===== config.mk =====
export PLATFORM = sky130hd
export DESIGN_NAME = sram_req_arb_flat
export DESIGN_NICKNAME = d
export VERILOG_FILES = /design/src/rtl/sram_arb_pkg.sv /design/src/rtl/sram_req_arb_if.sv /design/src/rtl/src_id_fifo.sv /design/src/rtl/sram_req_arb.sv /design/src/flat_wrapper.sv
export SDC_FILE = /design/constraint.sdc
export NUM_CORES = 1
export LEC_CHECK = 0
export ABC_AREA = 0
export BUFFER_PORTS_ARGS = -buffer_cell sky130_fd_sc_hd__buf_2
export CAP_MARGIN = 20
export CELL_PAD_IN_SITES_DETAIL_PLACEMENT = 1
export CELL_PAD_IN_SITES_GLOBAL_PLACEMENT = 2
export CORE_MARGIN = 4
export CORE_UTILIZATION = 14
export DETAILED_ROUTE_END_ITERATION = 8
export PLACE_DENSITY = 0.84
export SLEW_MARGIN = 5
export SYNTH_ARGS = -nofsm -noshare
export SYNTH_HDL_FRONTEND = slang
export SYNTH_SLANG_ARGS = --single-unit

===== constraint.sdc =====
create_clock -name clk -period 3.29 [get_ports clk]
set_clock_uncertainty 0.15 [all_clocks]
set_input_delay 0.4935 -clock clk [delete_from_list [all_inputs] [get_ports clk]]
set_output_delay 0.4935 -clock clk [all_outputs]
set_load 0.03 [all_outputs]

===== src/rtl/sram_arb_pkg.sv =====
// rtl/sram_arb_pkg.sv - shared types and constants for the sram-like request arbiter
// Contents: src_id_t (which CPU side issued a request), arb_state_t (arbiter FSM),
//           SIZE_* encodings of the sram-like size field.
package sram_arb_pkg;

  typedef enum logic [0:0] {
    SRC_I = 1'b0,
    SRC_D = 1'b1
  } src_id_t;

  typedef enum logic [0:0] {
    ARB_IDLE,
    ARB_HOLD
  } arb_state_t;

  localparam logic [1:0] SIZE_BYTE = 2'd0;
  localparam logic [1:0] SIZE_HALF = 2'd1;
  localparam logic [1:0] SIZE_WORD = 2'd2;

endpackage


===== src/rtl/sram_req_arb_if.sv =====
// rtl/sram_req_arb_if.sv - one sram-like request/response port
// Signals: req/wr/size/addr/wstrb/wdata travel master -> slave;
//          addr_ok/data_ok/rdata travel slave -> master.
// Modports: master (issues requests), slave (accepts requests).
interface sram_req_arb_if;
  logic        req;
  logic        wr;
  logic [1:0]  size;
  logic [31:0] addr;
  logic [3:0]  wstrb;
  logic [31:0] wdata;
  logic        addr_ok;
  logic        data_ok;
  logic [31:0] rdata;

  modport master (
    output req, wr, size, addr, wstrb, wdata,
    input  addr_ok, data_ok, rdata
  );

  modport slave (
    input  req, wr, size, addr, wstrb, wdata,
    output addr_ok, data_ok, rdata
  );
endinterface


===== src/rtl/src_id_fifo.sv =====
// rtl/src_id_fifo.sv - in-order FIFO of source IDs for outstanding requests
// Ports: clk, reset (async, active-high); push/push_id write the tail; pop drops the head;
//        full, empty, head (source ID of the oldest outstanding request).
// DEPTH must be a power of two so the pointers wrap by plain overflow.
module src_id_fifo
  import sram_arb_pkg::*;
#(
  parameter int DEPTH = 4
) (
  input  logic    clk,
  input  logic    reset,
  input  logic    push,
  input  src_id_t push_id,
  input  logic    pop,
  output logic    full,
  output logic    empty,
  output src_id_t head
);

  localparam int AW = $clog2(DEPTH);
  localparam int CW = AW + 1;

  src_id_t         mem [DEPTH];
  logic [AW-1:0]   wr_ptr;
  logic [AW-1:0]   rd_ptr;
  logic [CW-1:0]   count;
  logic            do_push;
  logic            do_pop;

  assign full    = (count == CW'(DEPTH));
  assign empty   = (count == '0);
  assign do_push = push && !full;
  assign do_pop  = pop && !empty;
  assign head    = mem[rd_ptr];

  always_ff @(posedge clk) begin
    if (do_push) mem[wr_ptr] <= push_id;
  end

  always_ff @(posedge clk or posedge reset) begin
    if (reset) begin
      wr_ptr <= '0;
      rd_ptr <= '0;
      count  <= '0;
    end else begin
      if (do_push) wr_ptr <= wr_ptr + 1'b1;
      if (do_pop)  rd_ptr <= rd_ptr + 1'b1;
      case ({do_push, do_pop})
        2'b10:   count <= count + 1'b1;
        2'b01:   count <= count - 1'b1;
        default: count <= count;
      endcase
    end
  end

endmodule


===== src/rtl/sram_req_arb.sv =====
// rtl/sram_req_arb.sv - merges instruction and data sram-like ports onto one master port
// Ports: clk, reset (async, active-high); inst/data (slave side of the CPU ports);
//        m (master port toward the bridge); busy (requests outstanding);
//        err_spurious (sticky: response arrived with nothing outstanding).
// Build option: define ARB_RR_EN for round-robin arbitration; otherwise fixed priority by D_PRIO.
module sram_req_arb
  import sram_arb_pkg::*;
#(
  parameter int OUTSTANDING = 4,
  parameter bit D_PRIO      = 1'b1
) (
  input  logic            clk,
  input  logic            reset,
  sram_req_arb_if.slave   inst,
  sram_req_arb_if.slave   data,
  sram_req_arb_if.master  m,
  output logic            busy,
  output logic            err_spurious
);

  arb_state_t state, state_nxt;
  src_id_t    hold_src;
  src_id_t    sel;
  src_id_t    head;
  logic       sel_req;
  logic       m_req_c;
  logic       push;
  logic       pop;
  logic       fifo_full;
  logic       fifo_empty;

`ifdef ARB_RR_EN
  src_id_t    last_grant;
`endif

  // Grant selection: frozen in HOLD so the request stays stable until accepted.
  always_comb begin
    sel = SRC_D;
    if (state == ARB_HOLD) begin
      sel = hold_src;
    end else if (inst.req && data.req) begin
`ifdef ARB_RR_EN
      sel = (last_grant == SRC_I) ? SRC_D : SRC_I;
`else
      sel = D_PRIO ? SRC_D : SRC_I;
`endif
    end else if (inst.req) begin
      sel = SRC_I;
    end
  end

  assign sel_req = (sel == SRC_D) ? data.req : inst.req;
  // HOLD is only entered when not full and the count cannot grow there,
  // so the full check only matters in IDLE. Full uses the registered count,
  // so a same-cycle pop never opens a push slot.
  assign m_req_c = !reset && sel_req && ((state == ARB_HOLD) || !fifo_full);
  assign push    = m_req_c && m.addr_ok;
  assign pop     = !reset && m.data_ok && !fifo_empty;

  src_id_fifo #(.DEPTH(OUTSTANDING)) u_fifo (
    .clk     (clk),
    .reset   (reset),
    .push    (push),
    .push_id (sel),
    .pop     (pop),
    .full    (fifo_full),
    .empty   (fifo_empty),
    .head    (head)
  );

  always_ff @(posedge clk or posedge reset) begin
    if (reset) begin
      state    <= ARB_IDLE;
      hold_src <= SRC_I;
    end else begin
      state <= state_nxt;
      if (state == ARB_IDLE) hold_src <= sel;
    end
  end

`ifdef ARB_RR_EN
  always_ff @(posedge clk or posedge reset) begin
    if (reset) begin
      last_grant <= D_PRIO ? SRC_I : SRC_D;
    end else if (push) begin
      last_grant <= sel;
    end
  end
`endif

  always_ff @(posedge clk or posedge reset) begin
    if (reset) begin
      err_spurious <= 1'b0;
    end else if (m.data_ok && fifo_empty) begin
      err_spurious <= 1'b1;
    end
  end

  always_comb begin
    state_nxt = state;
    case (state)
      ARB_IDLE: if (m_req_c && !m.addr_ok) state_nxt = ARB_HOLD;
      // Leave HOLD on acceptance, or when the granted side withdrew its request.
      ARB_HOLD: if (!m_req_c || m.addr_ok) state_nxt = ARB_IDLE;
      default:  state_nxt = ARB_IDLE;
    endcase
  end

  always_comb begin
    m.req   = m_req_c;
    m.wr    = 1'b0;
    m.size  = '0;
    m.addr  = '0;
    m.wstrb = '0;
    m.wdata = '0;
    if (m_req_c) begin
      if (sel == SRC_D) begin
        m.wr    = data.wr;
        m.size  = data.size;
        m.addr  = data.addr;
        m.wstrb = data.wstrb;
        m.wdata = data.wdata;
      end else begin
        m.wr    = inst.wr;
        m.size  = inst.size;
        m.addr  = inst.addr;
        m.wstrb = inst.wstrb;
        m.wdata = inst.wdata;
      end
    end
    inst.addr_ok = push && (sel == SRC_I);
    data.addr_ok = push && (sel == SRC_D);
    inst.data_ok = pop && (head == SRC_I);
    data.data_ok = pop && (head == SRC_D);
    inst.rdata   = reset ? '0 : m.rdata;
    data.rdata   = reset ? '0 : m.rdata;
    busy         = !reset && !fifo_empty;
  end

endmodule


===== src/flat_wrapper.sv =====
// flat-port wrapper written by rule: the top's interface ports become plain ports
module sram_req_arb_flat import sram_arb_pkg::*;
#(
  parameter int OUTSTANDING = 4,
  parameter bit D_PRIO      = 1'b1
)
  (clk, reset, busy, err_spurious, inst_req, inst_wr, inst_size, inst_addr, inst_wstrb, inst_wdata, inst_addr_ok, inst_data_ok, inst_rdata, data_req, data_wr, data_size, data_addr, data_wstrb, data_wdata, data_addr_ok, data_data_ok, data_rdata, m_req, m_wr, m_size, m_addr, m_wstrb, m_wdata, m_addr_ok, m_data_ok, m_rdata);
  sram_req_arb_if inst_i ();
  sram_req_arb_if data_i ();
  sram_req_arb_if m_i ();
  input  logic clk;
  input  logic reset;
  output logic busy;
  output logic err_spurious;
  input wire logic [$bits(inst_i.req)-1:0] inst_req;
  input wire logic [$bits(inst_i.wr)-1:0] inst_wr;
  input wire logic [$bits(inst_i.size)-1:0] inst_size;
  input wire logic [$bits(inst_i.addr)-1:0] inst_addr;
  input wire logic [$bits(inst_i.wstrb)-1:0] inst_wstrb;
  input wire logic [$bits(inst_i.wdata)-1:0] inst_wdata;
  output wire logic [$bits(inst_i.addr_ok)-1:0] inst_addr_ok;
  output wire logic [$bits(inst_i.data_ok)-1:0] inst_data_ok;
  output wire logic [$bits(inst_i.rdata)-1:0] inst_rdata;
  input wire logic [$bits(data_i.req)-1:0] data_req;
  input wire logic [$bits(data_i.wr)-1:0] data_wr;
  input wire logic [$bits(data_i.size)-1:0] data_size;
  input wire logic [$bits(data_i.addr)-1:0] data_addr;
  input wire logic [$bits(data_i.wstrb)-1:0] data_wstrb;
  input wire logic [$bits(data_i.wdata)-1:0] data_wdata;
  output wire logic [$bits(data_i.addr_ok)-1:0] data_addr_ok;
  output wire logic [$bits(data_i.data_ok)-1:0] data_data_ok;
  output wire logic [$bits(data_i.rdata)-1:0] data_rdata;
  output wire logic [$bits(m_i.req)-1:0] m_req;
  output wire logic [$bits(m_i.wr)-1:0] m_wr;
  output wire logic [$bits(m_i.size)-1:0] m_size;
  output wire logic [$bits(m_i.addr)-1:0] m_addr;
  output wire logic [$bits(m_i.wstrb)-1:0] m_wstrb;
  output wire logic [$bits(m_i.wdata)-1:0] m_wdata;
  input wire logic [$bits(m_i.addr_ok)-1:0] m_addr_ok;
  input wire logic [$bits(m_i.data_ok)-1:0] m_data_ok;
  input wire logic [$bits(m_i.rdata)-1:0] m_rdata;
  assign inst_i.req = inst_req;
  assign inst_i.wr = inst_wr;
  assign inst_i.size = inst_size;
  assign inst_i.addr = inst_addr;
  assign inst_i.wstrb = inst_wstrb;
  assign inst_i.wdata = inst_wdata;
  assign inst_addr_ok = inst_i.addr_ok;
  assign inst_data_ok = inst_i.data_ok;
  assign inst_rdata = inst_i.rdata;
  assign data_i.req = data_req;
  assign data_i.wr = data_wr;
  assign data_i.size = data_size;
  assign data_i.addr = data_addr;
  assign data_i.wstrb = data_wstrb;
  assign data_i.wdata = data_wdata;
  assign data_addr_ok = data_i.addr_ok;
  assign data_data_ok = data_i.data_ok;
  assign data_rdata = data_i.rdata;
  assign m_req = m_i.req;
  assign m_wr = m_i.wr;
  assign m_size = m_i.size;
  assign m_addr = m_i.addr;
  assign m_wstrb = m_i.wstrb;
  assign m_wdata = m_i.wdata;
  assign m_i.addr_ok = m_addr_ok;
  assign m_i.data_ok = m_data_ok;
  assign m_i.rdata = m_rdata;
  sram_req_arb #(.OUTSTANDING(OUTSTANDING), .D_PRIO(D_PRIO)) u_core (.clk(clk), .reset(reset), .inst(inst_i), .data(data_i), .m(m_i), .busy(busy), .err_spurious(err_spurious));
endmodule

==> out/metrics.yaml, run 1 <==
routing:
  routed_wl_um: 12200
  wl_per_cell_um: 14.3
  drt_first_iter_violations: 80
  drc: 0
  final_antenna_net_count: 0
  firstDrtPassIters: 4
  dr_total_vias: 3412
  drt-vias-per-instance: 3.97
worst_setup_path:
  ff2ff_setup_slack_ps: 810
  timing.critical_path.from_type: "flop"
  reg2reg_to: "u_core.u_fifo.count[2]$_DFFE_PP0P_"
  cp.arrival_ps: 2200
  endpoint_kind: "output pin"
  worstReg2RegStart: "u_core.hold_src$_DFFE_PP0N_"
  cp_slowest_stage_delay_ps: 580
  cp_cell_sequence: "mux2i_4 -> inv_2 -> buf_4 -> nand2_1 -> a21oi_2 -> buf_2"
  slowest_stage: "buf_4"
  worstPathRequired_ps: 2650
  critPathMaxFanout: 76
  rr_worst_depth: 10
  path_class: "reg2out"
clock_network:
  cts_hold_buf: 0
  root_buffer: "clkbuf_16"
  clkTransAtPathRegs_ps: 50
  cts_buffers: 3
  clkLatencyLatePin_ps: 240
  post-cts-setup-buffers: 0
  clock_path_buffers: 2
  cts_resized: 0
  cts.sinks: 14
  cts_tree: "done"
  cts_htree_levels: 1
finish:
  final_cells: 859
  utilization: 0.243
  fillers: 2220
  drive_above_1_share: 0.603
  final_nets: 826
  antenna_cells: 0
  syn_to_final_growth_pct: 68.4
global_route:
  overflow: 0
  grt_max_degree: 77
  grt_first_pass_wirelength_um: 18900
  antenna_found_initial: 1
  track_usage: 0.117
  grt_pass1_vias: 3617
timing:
  timing.slew.headroom: 0.473
  rsz0062_at_grt: "false"
  period_needed_ps: 2840
  max_freq_mhz: 352
  worst_pin_slew_ps: 791
  setup_viol: 0
  tns_ps: 0
  post-route-period-util: 0.863
  drv_slew: 0
  timing.final.hold_violations: 0
min_path:
  hold_path.startpoint: "m_addr_ok"
  min_to: "u_core.state$_DFF_PP0_"
  hp-class: "in2reg"
  whs_path_depth: 2
job:
  max_cap_violations: 0
logic_synthesis:
  ys_types: 28
  syn_inst: 369
  syn_area_mm2: 0.00242
  yosysWarnings: 0
  synth_area_per_cell_um2: 6.56
  ys_seq_area_frac: 0.153
  synth-seq-cells: 14
  syn-num-nets: 555
placement:
  gp_congestion: 0.815
  place.port_buffers: 321
  dpl.hpwl_um: 10400
  numPlacedInstances: 855
floorplanning:
  die_h_um: 139
  num_rows: 47
  dieArea_mm2: 0.0195
  pin_count: 322
  dieWidth_um: 139
  coreArea_mm2: 0.0168
  start_util: 0.144
power_and_ir_drop:
  max-vdd-ir-drop_uv: 162
  power.leakage_nw: 2.32
  power_density_mw_per_mm2: 415
run_status:
  status: "finished clean"
[report_power, final]
| group | internal (mW) | switching (mW) | total, mW |
|---|---|---|---|
| logic | 0.388 | 0.760 | 1.15 |
| clock network | 0.184 | 0.0692 | 0.253 |
| registers | 0.239 | 0.0510 | 0.290 |
[logic make-up (layout without fill, tap and decap cells)]
kind of cell / Yosys count / count (layout) / synth area share
simple gates: 194 / 194 / 0.343
buf+inv: 70 / 340 / 0.186
flops: 14 / 14 / 0.153
fa+ha+maj: 6 / 6 / 0.0341
compound gates: 74 / 74 / 0.235
mux: 5 / 5 / 0.0279
xor+xnor: 6 / 6 / 0.0217
[synthesized netlist by cell type]
cell type	n	area [um2]
nand2_1	145	544
a21oi_2	50	438
buf_4	35	263
nor2b_1	32	200
a21oi_1	21	105
clkbuf_1	10	37.5
dfrtp_1	10	250
inv_1	10	37.5
buf_2	8	40.0
nor2_1	7	26.3
buf_6	6	67.6
ha_1	5	62.6
and2_1	4	25.0
edfxtp_1	4	120
xnor2_1	4	35.0
mux2i_1	3	30.0
and3_1	2	12.5
nand3_1	2	10.0
xor2_1	2	17.5
a211oi_2	1	12.5
a21o_1	1	7.51
fa_1	1	20.0
inv_2	1	3.75
mux2_4	1	15.0
mux4_2	1	22.5
nand2b_1	1	6.26
nor3_1	1	5.00
o21ai_1	1	5.00
[area by class of cell]
type	count	area [um2]	share of cell area
Inverter	11	41.3	0.0101
Clock buffer	4	88.8	0.0218
Sequential cell	14	370	0.0909
Tap cell	220	275	0.0676
Timing Repair Buffer	325	1670	0.411
Multi-Input combinational cell	285	1620	0.399
[layer usage]
metal | part of all wire | routed length [um] | vias up | track usage
li1 | - | - | 1672 | -
met5 | 0.0016 | 20 | - | 0
met4 | 0.019 | 231 | 2 | 0.0242
met2 | 0.52 | 6370 | 200 | 0.224
met3 | 0.11 | 1290 | 18 | 0.0381
met1 | 0.35 | 4330 | 1520 | 0.124
[cell usage in the layout, fill, tap and decap left out, drive strengths merged, types with 2 or more instances in the layout]
cell,count
buf,325
nand2,145
a21oi,71
nor2b,32
inv,11
dfrtp,10
nor2,7
ha,5
xnor2,4
and2,4
edfxtp,4
clkbuf,4
mux2i,3
nand3,2
and3,2
xor2,2
[worst max path at each step]
stage	startpoint	to	slack, ps
2_1_floorplan	reset	u_core.u_fifo.count[2]$_DFFE_PP0P_	770
3_3_place_gp	reset	u_core.u_fifo.count[2]$_DFFE_PP0P_	500
3_5_place_dp	reset	u_core.u_fifo.count[2]$_DFFE_PP0P_	400
4_1_cts	u_core.state$_DFF_PP0_	m_size[0]	410
5_1_grt	u_core.state$_DFF_PP0_	m_size[0]	250
6_report	u_core.state$_DFF_PP0_	m_addr[10]	450
[worst max-delay path, delay by kind of cell (launching register included)]
kind | cells | cell delay, ps
AND/OR/NAND/NOR | 1 | 190
AO/OA/AOI/OAI | 1 | 150
flip-flops | 1 | 460
buffers and inverters | 3 | 840
multiplexers | 1 | 240
[through the flow]
stage               setup slack [ps]  power, mW  cell area (um2)  hold slack, ps
detailed placement               396       1.47             3990             303
finish                           449       1.69             4070             303
floorplan                        767       1.11             2420             303
global placement                 500       1.44             3990             289
global route                     250       1.83             4070             303
CTS                              412       1.73             4070             299
[registers in the layout, summed over array words and instances, names as in the netlist]
register              cells
u_core.u_fifo.mem         4
u_core.u_fifo.count       3
u_core.u_fifo.rd_ptr      2
u_core.u_fifo.wr_ptr      2
u_core.err_spurious       1
u_core.hold_src           1
u_core.state              1
Note: power is estimated with default switching activity, not from simulation.
==> run 2: changes to the inputs <==
ABC_AREA = 1   (was 0)
MAX_ROUTING_LAYER = met4   (was unset)
==> run 2 against run 1 <==
  * Clock power is 7.9% lower
  * Critical endpoint is now m_wdata[30]
  * Largest cell class unchanged
  * Sequential cell count stayed put
  * Die area is 3.6% higher
  * Routed wire length is 5.7% higher
  * Utilization is 0.41 points lower
  * Register-to-register slack worse by 150 ps
  * Critical path depth is 2 higher
  * Worst hold slack worse by 82 ps
  * Synthesized area is 3.8% higher
  * Non-clock buffer count is 3 higher
==> out/metrics.yaml, run 2 <==
worst_setup_path:
  worstPathRequired_ps: 2650
  endpoint_kind: "output pin"
  critPathMaxFanout: 71
  timing.critical_path.from_type: "flop"
  cp.arrival_ps: 2110
  path_class: "reg2out"
  rr_worst_depth: 11
finish:
  largest-register: "u_core.u_fifo.mem"
  utilization: 0.239
  antenna_cells: 0
  reg_top3: "u_core.u_fifo.mem (4), u_core.u_fifo.count (3)"
  design_area_mm2: 0.00416
  syn_to_final_growth_pct: 65.7
  final_common_cell: "buf_2"
  layout_common_cells: "buf_2 (321), nand2_1 (157), a21oi_2 (60)"
  final_nets: 882
  drive_above_1_share: 0.570
  largest_register_ffs: 4
job:
  max_cap_violations: 0
floorplanning:
  pin_count: 322
  dieArea_mm2: 0.0202
  dieWidth_um: 142
  coreArea_mm2: 0.0174
  num_rows: 48
  start_util: 0.144
  die_h_um: 142
global_route:
  antenna_found_initial: 0
  grt_first_pass_wirelength_um: 19700
  track_usage: 0.123
  grt_pass1_vias: 3878
  grt_use_met1: 0.149
  busiest_layer: "met2"
  overflow: 0
  grt_use_met2: 0.220
  grt.met3_usage: 0.0108
  grt_max_degree: 72
clock_network:
  cts_tree: "done"
  cts_resized: 0
  cts.sinks: 14
  root_buffer: "clkbuf_16"
  cts_htree_levels: 1
  cts_buffers: 3
  post-cts-setup-buffers: 0
  clkLatencyLatePin_ps: 240
  cts_hold_buf: 0
  clock_path_buffers: 2
  clkTransAtPathRegs_ps: 50
logic_synthesis:
  syn-num-nets: 608
  ys_types: 25
  ys_seq_area_frac: 0.147
  synthMostInstantiatedCell: "nand2_1"
  ys_top_cells_by_area: "nand2_1 (24%), a21oi_2 (21%), dfrtp_1 (10%)"
  synth_area_per_cell_um2: 5.95
  syn_inst: 422
  synthArstFlopShare: 0.714
  yosysTopAreaCellShare: 0.236
  synth-edff-count: 4
  ys_top_cells_by_count: "nand2_1 (158), a21oi_2 (60), inv_1 (51)"
  syn_area_mm2: 0.00251
  yosysWarnings: 0
  synth-main-ff-cell: "dfrtp_1"
  synth.largest_area_cell: "nand2_1"
  synth-seq-cells: 14
run_status:
  status: "finished clean"
power_and_ir_drop:
  p_switching_mw: 0.906
  pwr-share-comb: 0.691
  p_total_mw: 1.66
  p_int_mw: 0.749
  clockPowerShare: 0.141
  max-vdd-ir-drop_uv: 213
  power.leakage_nw: 2.52
  pwr-share-seq: 0.168
  power.share.switching: 0.547
  power_density_mw_per_mm2: 398
timing:
  timing.slew.headroom: 0.669
  timing.final.hold_violations: 0
  period_needed_ps: 2750
  max_freq_mhz: 363
  worst_pin_slew_ps: 496
  rsz0062_at_grt: "false"
  setup_viol: 0
  tns_ps: 0
  post-route-period-util: 0.836
  drv_slew: 0
routing:
  firstDrtPassIters: 4
  dr_total_vias: 3600
  drt_first_iter_violations: 193
  drt-vias-per-instance: 3.91
  wl_per_cell_um: 14.1
  final_antenna_net_count: 0
  drc: 0
  routed_wl_um: 12900
placement:
  dpl.hpwl_um: 11000
  placed_cell_area_mm2: 0.00408
  place.port_buffers: 321
  gp_congestion: 0.811
min_path:
  hp-class: "in2async"
## run 2: critical path: stages, from the launching register on
cell	delay (ps)
dfrtp_1	400
nor2_1	270
nand3_1	110
nand2_1	150
a21oi_4	60
clkinv_2	110
buf_12	350
a21oi_1	90
buf_2	200
## run 2: path summary, 6_finish.rpt
path | from | slack, ps | endpoint
worst min-delay path | reset | 220 | u_core.state$_DFF_PP0_
worst min register to register | u_core.err_spurious$_DFFE_PP0P_ | 340 | u_core.err_spurious$_DFFE_PP0P_
min in group clk | u_core.err_spurious$_DFFE_PP0P_ | 340 | u_core.err_spurious$_DFFE_PP0P_
worst max register to register | u_core.u_fifo.count[0]$_DFFE_PP0P_ | 660 | u_core.u_fifo.count[2]$_DFFE_PP0P_
max in group asynchronous | reset | 2620 | u_core.u_fifo.count[2]$_DFFE_PP0P_
worst max-delay path | u_core.u_fifo.count[0]$_DFFE_PP0P_ | 540 | m_wdata[30]
## run 2: per-stage QoR
step	hold WS (ps)	instances	setup WS (ps)
5_1_grt	267	920	387
3_3_place_gp	301	916	656
2_1_floorplan	314	422	435
4_1_cts	222	920	539
6_report	220	920	539
3_5_place_dp	307	916	622
## run 2: power groups by stage
stage,Combinational (mW),Clock [mW],Sequential (mW)
final,1.14,0.233,0.278
after detailed placement,1.16,0,0.280
after CTS,1.17,0.239,0.279
after global placement,1.14,0,0.278
after floorplan,0.823,0,0.272
after global routing,1.26,0.249,0.286
## run 2: final cells by class
cell class | count | area, um2
fillers | 2324 | 13300
repair buffers | 328 | 1680
multi-input cells | 296 | 1550
flip-flops and latches | 14 | 370
well taps | 225 | 282
inverters | 53 | 200
clock buffers | 3 | 75.1
clock inverters | 1 | 3.75
## run 2: routing by layer
metal,wire length [um],part of all wire
met4,206,0.016
met1,5280,0.41
met3,662,0.051
met5,0,0
met2,6790,0.52
## run 2: kinds of logic after synthesis
family / share of synthesized area
simple gates: 0.317
buf+inv: 0.238
compound gates: 0.255
flops: 0.147
fa+ha+maj: 0.0329
xor+xnor: 0.0105
==> run 3: changes to the inputs <==
CORE_UTILIZATION = 13   (was 14)
PLACE_DENSITY = 0.78   (was 0.84)
clock period = 2.6 ns   (was 3.29 ns; I/O delays follow)
==> run 3 against run 2 <==
  * Sequential share of layout area decreased by 0.23 points
  * Critical path depth up 1
  * Utilization shrank 1.2 points
  * Critical endpoint is now m_addr[10]
==> out/metrics.yaml, run 3 (same netlist as run 2, synthesis figures left out) <==
floorplanning:
  pin_count: 322
  start_util: 0.133
  num_rows: 50
  dieWidth_um: 147
  die_h_um: 147
  dieArea_mm2: 0.0216
  coreArea_mm2: 0.0188
clock_network:
  cts_tree: "done"
  cts_buffers: 3
  root_buffer: "clkbuf_16"
  clkLatencyLatePin_ps: 240
  clkTransAtPathRegs_ps: 50
  cts_hold_buf: 0
  cts_htree_levels: 1
  cts.sinks: 14
  clock_path_buffers: 2
worst_setup_path:
  worstReg2RegStart: "u_core.u_fifo.count[0]$_DFFE_PP0P_"
  critPathMaxFanout: 34
  reg2reg_to: "u_core.u_fifo.count[2]$_DFFE_PP0P_"
  cp.arrival_ps: 1870
  rr_worst_depth: 11
  endpoint_kind: "output pin"
  ff2ff_setup_slack_ps: 290
  worstPathRequired_ps: 2060
  path_class: "reg2out"
  timing.critical_path.from_type: "flop"
global_route:
  grt_first_pass_wirelength_um: 19100
  grt_pass1_vias: 3661
  track_usage: 0.109
  overflow: 0
  antenna_found_initial: 0
  grt_max_degree: 68
routing:
  maxUsedRoutingLayer: "met4"
  dr_total_vias: 3528
  met2WireLength_um: 6500
  wl_met1_um: 5120
  firstDrtPassIters: 4
  wl_per_cell_um: 13.0
  drc: 0
  drt_first_iter_violations: 81
  drt-vias-per-instance: 3.68
  routed_wl_um: 12500
  final_antenna_net_count: 0
  wl_met3_um: 611
finish:
  syn_to_final_growth_pct: 70.1
  largest-register: "u_core.u_fifo.mem"
  antenna_cells: 0
  fillers: 2484
  final_common_cell: "buf_2"
  reg_top3: "u_core.u_fifo.mem (4), u_core.u_fifo.count (3)"
  drive_above_1_share: 0.573
  final_nets: 885
  layout_common_cells: "buf_2 (319), nand2_1 (157), a21oi_2 (60)"
  largest_register_ffs: 4
power_and_ir_drop:
  power_density_mw_per_mm2: 492
  p_total_mw: 2.10
  power.leakage_nw: 2.55
  max-vdd-ir-drop_uv: 189
run_status:
  status: "finished clean"
timing:
  timing.slew.headroom: 0.780
  rsz0062_at_grt: "false"
  worst_pin_slew_ps: 331
  post-route-period-util: 0.925
  drv_slew: 0
  setup_viol: 0
  period_needed_ps: 2410
  timing.final.hold_violations: 0
  hold_ws_ps: 23.1
  max_freq_mhz: 416
placement:
  gp_congestion: 0.904
  dpl.hpwl_um: 10500
  place.port_buffers: 321
min_path:
  hp-class: "in2async"
job:
  max_cap_violations: 0
## run 3: worst max-delay path, stage by stage, from the launching register on
cell and delay, ps:
dfrtp_1 370, inv_1 80, nand3_1 80, nand2_2 70, nand2_1 100, a21oi_4 190
clkinv_2 120, buf_12 190, a21oi_2 170, buf_2 220
## run 3: what timing repair did
item                                    in CTS  in global routing
setup buffers                                0                  1
resized for setup                            0                  4
endpoints found under the setup margin       0                  3
## run 3: how the worst max path moves through the flow
stage	cells after the start	slack [ps]	start	end
detailed placement	11	220	u_core.u_fifo.count[0]$_DFFE_PP0P_	u_core.u_fifo.count[2]$_DFFE_PP0P_
finish	9	190	u_core.state$_DFF_PP0_	m_addr[10]
floorplan	7	-50	reset	data_addr_ok
global route	9	9	u_core.state$_DFF_PP0_	inst_addr_ok
global placement	11	250	u_core.u_fifo.count[0]$_DFFE_PP0P_	u_core.u_fifo.count[2]$_DFFE_PP0P_
CTS	9	140	u_core.state$_DFF_PP0_	m_addr[10]
## run 3: routing by layer
| layer | vias to the layer above | global-route usage |
|---|---|---|
| li1 | 1807 | - |
| met1 | 1571 | 0.128 |
| met2 | 134 | 0.198 |
| met3 | 16 | 0.0117 |
| met4 | 0 | 0.0275 |
| met5 | - | - |
## run 3: report_power, final
part	internal (mW)	total [mW]	switching (mW)	leakage, nW
clock	0.203	0.287	0.0841	0.0385
sequential	0.294	0.351	0.0573	0.151
combinational	0.477	1.46	0.988	2.36
total	0.974	2.10	1.13	2.55
## run 3: area by class of cell
| cell class | instances | area (um2) | area share |
|---|---|---|---|
| sequential | 14 | 370 | 0.0867 |
| clock inverter | 1 | 3.75 | 0.000878 |
| inverter | 53 | 200 | 0.0468 |
| tap | 260 | 325 | 0.0761 |
| clock buffer | 3 | 75.1 | 0.0176 |
| timing repair buffer | 331 | 1750 | 0.409 |
| multi-input combinational | 296 | 1550 | 0.363 |
## run 3: metrics by stage
step / std cells / setup WS, ps / setup TNS [ps] / util / instance area (um2)
2_1_floorplan: 422 / -47.5 / -112 / - / 2510
3_3_place_gp: 953 / 248 / 0 / 0.222 / 4180
3_5_place_dp: 953 / 222 / 0 / 0.222 / 4180
4_1_cts: 957 / 144 / 0 / 0.226 / 4260
5_1_grt: 958 / 9.18 / 0 / 0.227 / 4270
6_report: 958 / 195 / 0 / 0.227 / 4270
